**src/rtl/mostra_sequencia.sv**
```systemverilog
// Steps through sequence memory entries 0..limite: each entry is shown on leds
// for T_ON cycles, followed by T_OFF blank cycles; pronto pulses once at the end.
module mostra_sequencia #(
  parameter int T_ON  = 500,
  parameter int T_OFF = 250
) (
  input  logic       clock,
  input  logic       reset,
  input  logic       iniciar,
  input  logic [3:0] limite,
  output logic [3:0] endereco,
  input  logic [3:0] dado,
  output logic [3:0] leds,
  output logic       ocupado,
  output logic       pronto,
  output logic [3:0] db_estado
);

  typedef enum logic [3:0] {
    INICIAL = 4'd0,
    PREPARA = 4'd1,
    MOSTRA  = 4'd2,
    APAGA   = 4'd3,
    PROXIMO = 4'd4,
    FIM     = 4'd5
  } estado_t;

  localparam logic [15:0] TON_LAST  = 16'(T_ON - 1);
  localparam logic [15:0] TOFF_LAST = 16'(T_OFF - 1);

  estado_t     estado_q, estado_d;
  logic [15:0] timer_q, timer_d;
  logic [3:0]  endereco_q, endereco_d;
  logic [3:0]  limite_q, limite_d;
  logic        ocupado_q, ocupado_d;
  logic        pronto_q, pronto_d;

  always_comb begin
    estado_d   = estado_q;
    timer_d    = timer_q;
    endereco_d = endereco_q;
    limite_d   = limite_q;
    case (estado_q)
      INICIAL: begin
        if (iniciar) begin
          estado_d   = PREPARA;
          endereco_d = 4'd0;
          timer_d    = 16'd0;
        end
      end
      PREPARA: begin
        limite_d   = limite;
        endereco_d = 4'd0;
        timer_d    = 16'd0;
        estado_d   = MOSTRA;
      end
      MOSTRA: begin
        if (timer_q == TON_LAST) begin
          timer_d  = 16'd0;
          estado_d = APAGA;
        end else begin
          timer_d = timer_q + 16'd1;
        end
      end
      APAGA: begin
        if (timer_q == TOFF_LAST) begin
          timer_d  = 16'd0;
          estado_d = (endereco_q == limite_q) ? FIM : PROXIMO;
        end else begin
          timer_d = timer_q + 16'd1;
        end
      end
      PROXIMO: begin
        // Only reached when endereco_q < limite_q, so this never wraps past 15
        endereco_d = endereco_q + 4'd1;
        estado_d   = MOSTRA;
      end
      FIM:     estado_d = INICIAL;
      default: estado_d = INICIAL;
    endcase

    ocupado_d = (estado_d == PREPARA) || (estado_d == MOSTRA) ||
                (estado_d == APAGA)   || (estado_d == PROXIMO);
    pronto_d  = (estado_d == FIM);
  end

  always_ff @(posedge clock) begin
    if (!reset) begin
      estado_q   <= INICIAL;
      timer_q    <= 16'd0;
      endereco_q <= 4'd0;
      limite_q   <= 4'd0;
      ocupado_q  <= 1'b0;
      pronto_q   <= 1'b0;
    end else begin
      estado_q   <= estado_d;
      timer_q    <= timer_d;
      endereco_q <= endereco_d;
      limite_q   <= limite_d;
      ocupado_q  <= ocupado_d;
      pronto_q   <= pronto_d;
    end
  end

  // leds follows the memory word addressed by the registered endereco
  assign leds      = (estado_q == MOSTRA) ? dado : 4'd0;
  assign endereco  = endereco_q;
  assign ocupado   = ocupado_q;
  assign pronto    = pronto_q;
  assign db_estado = estado_q;

endmodule

```
**config.mk**
```make
export PLATFORM = sky130hd
export DESIGN_NAME = mostra_sequencia
export DESIGN_NICKNAME = d
export VERILOG_FILES = /design/src/rtl/mostra_sequencia.sv
export SDC_FILE = /design/constraint.sdc
export NUM_CORES = 1
export LEC_CHECK = 0
export CAP_MARGIN = 30
export CORE_ASPECT_RATIO = 0.9
export CORE_MARGIN = 2
export CORE_UTILIZATION = 34
export CTS_CLUSTER_SIZE = 16
export DETAILED_ROUTE_END_ITERATION = 12
export PLACE_DENSITY = 0.62
export SLEW_MARGIN = 20
export SYNTH_ARGS = -nofsm -noshare
export SYNTH_HDL_FRONTEND = slang
export SYNTH_SLANG_ARGS = --single-unit
```
**constraint.sdc**
```tcl
create_clock -name clock -period 3.2 [get_ports clock]
set_clock_uncertainty 0.1 [all_clocks]
set_input_delay 0.8 -clock clock [delete_from_list [all_inputs] [get_ports clock]]
set_output_delay 0.8 -clock clock [all_outputs]
set_load 0.01 [all_outputs]
```
==> results.py <==
metrics = {
    "power_and_ir_drop": {
        "leakage_nw": 0.7955,
        "powerDensity_nw_per_um2": 385.7,
        "ir_drop_v": 0.0001908,
        "power_mw": 0.7934,
    },
    "floorplan": {
        "num_io_pins": 25,
        "die_w_um": 77.25,
        "initial_core_util": 0.3610,
        "dieArea_um2": 5401,
        "die_y_um": 69.92,
        "fp-row-count": 23,
        "design.core.area_um2": 4547,
    },
    "cts": {
        "cts_setup_buffers": 0,
        "clock_sinks": 30,
        "cts_resized": 0,
        "clock_path_buffers": 2,
        "clk_latency_ps": 290,
        "cts.clk_slew.worst_paths_ps": 60,
        "cts_htree_levels": 2,
        "hold_buffers": 0,
        "root_buffer": "clkbuf_8",
        "tritoncts": "yes",
        "cts_buffers": 5,
    },
    "sta": {
        "fmax_ghz": 0.3543,
        "slew_headroom": 0.6481,
        "hold_viol_final": 0,
        "grt_setup_unrepaired": "false",
        "setup_viol": 0,
        "period_needed_ps": 2823,
        "tns_ps": 0,
        "finalCritPeriodShare": 0.8821,
        "tightest_slew_ps": 523.0,
        "slew_viol_final": 0,
    },
    "synth": {
        "avgSynthCellArea_um2": 8.732,
        "seq_area_frac_synth": 0.3659,
        "synth_most_common_cell": "dfxtp_1",
        "ys.flop_type": "dfxtp_1",
        "syn-cell-area_um2": 1642,
        "synth_area_leaders": "dfxtp_1 (37%), xor2_1 (7.5%), nor2_1 (4.8%), and2_1 (3.4%), nand2_1 (3.4%)",
        "yosys_warnings": 0,
        "ys_ff_latch": 30,
        "synth_top_area_frac": 0.3659,
        "synthCells": 188,
        "syn_nets": 202,
        "synth_top_cells_by_count": "dfxtp_1 (30), nor2_1 (21), nand2_1 (15), xor2_1 (14)",
        "synth_largest_area_cell": "dfxtp_1",
        "synth.distinct_cells": 45,
        "synth_edf_count": 0,
        "synthArstFlopShare": 0,
    },
    "route": {
        "vias": 1374,
        "antenna_left": 0,
        "drt_iter0_drc": 80,
        "routedWlPerCell_um": 13.32,
        "drc_errors": 0,
        "viasPerCell": 4.925,
        "drt_wl_total_mm": 3.717,
        "firstDrtPassIters": 4,
    },
    "placed_design": {
        "gp_congestion": 0.7967,
        "port-buffer-count": 24,
        "placed_cell_area_um2": 1947,
        "hpwl_mm": 2.721,
    },
    "flow_run": {
        "drv_cap": 0,
    },
    "setup_path": {
        "crit_type": "flop to output port",
        "cp.arrival_ps": 1920,
        "end_kind": "output port",
        "worstPathMaxFanout": 11,
        "start_kind": "flop",
        "required_ps": 2300,
    },
    "hold_path": {
        "hold_path.class": "flop to flop",
    },
    "layout": {
        "drive_gt1_frac": 0.1106,
        "fin_util": 0.4524,
        "area_delta_synth_final_pct": 25.30,
        "nets": 230,
        "design_area_um2": 2057,
        "fillerInstances": 468,
        "antenna_cells": 0,
    },
    "run_status": {
        "outcome": "finished, final reports clean",
    },
    "global_routing": {
        "grt-ovfl-total": 0,
        "grt_pass1_wl_mm": 6.389,
        "antenna_found_initial": 0,
        "grt_max_degree": 17,
        "grt_use_total": 0.1512,
        "first_global_vias": 1299,
    },
}
==> metrics by stage <==
stage	setup slack (ps)	hold slack (ps)	std cells
3_3_place_gp	413.9	403.1	271
6_report	377.2	407.6	279
3_5_place_dp	408.3	402.8	271
4_1_cts	383.9	410.3	279
5_1_grt	222.8	433.7	279
2_1_floorplan	1088	371.1	188
==> routing by layer <==
layer  track usage  routed length (um)  vias up
met5             0                   0        -
met4       0.08532                  84        0
met3       0.03876                 165        7
met2        0.2164                1640       34
met1        0.2053                1826      620
li1              -                   -      713
==> cells by family after synthesis <==
kind of cell    count (synthesis)  synth area share
other cells                     1          0.002284
flops                          30            0.3659
xor+xnor                       17           0.09071
buf+inv                         9           0.02820
compound gates                 25            0.1143
fa+ha+maj                       3           0.02287
simple gates                   98            0.3453
mux                             5           0.03049
==> power by group <==
group          switching, mW  total, mW  internal [mW]
combinational         0.0245     0.0532         0.0286
sequential           0.00499      0.382          0.377
clock                  0.141      0.358          0.217
==> placed cells by master, fill, tap and decap left out, types with 6 or more instances in the layout <==
cell type        Yosys  layout
and2_1               9       9
and3_1               6       6
clkbuf_8             0       8
clkdlybuf4s50_1      0      24
dfxtp_1             30      30
nand2_1             15      15
nand3_1              7       7
nor2_1              21      21
nor2b_1              6       6
nor3_1               7       7
o21ai_0              9       9
xor2_1              14      14
==> worst max-delay path: stages, from the launching register on <==
cell and delay [ps]:
dfxtp_1 410, nor2_1 270, nand2_1 100, nor2_1 180, and2_1 150, clkdlybuf4s50_1 530
==> final cells by class <==
type | count | area (um2) | share of cell area
Sequential cell | 30 | 600.6 | 0.2920
Inverter | 3 | 11.26 | 0.005474
Clock buffer | 8 | 110.1 | 0.05353
Tap cell | 62 | 77.57 | 0.03771
Multi-Input combinational cell | 149 | 994.7 | 0.4836
Timing Repair Buffer | 27 | 262.8 | 0.1277
==> final timing paths <==
kind                                         startpoint                        to  slack [ps]  cells after the start
worst max-delay path            db_estado[2]$_SDFF_PN0_                   leds[2]         380                      5
worst min-delay path            timer_q[1]$_SDFFE_PN0P_   timer_q[1]$_SDFFE_PN0P_         410                      2
worst max register to register  db_estado[0]$_SDFF_PN0_  timer_q[11]$_SDFFE_PN0P_         940                      5
worst min register to register  timer_q[1]$_SDFFE_PN0P_   timer_q[1]$_SDFFE_PN0P_         410                      2
==> state kept, by name, indices dropped and copies added (netlist names) <==
register and cells:
limite_q 4, db_estado 4, pronto 1, timer_q 16, ocupado 1, endereco 4
(Power assumes the default switching activity.)
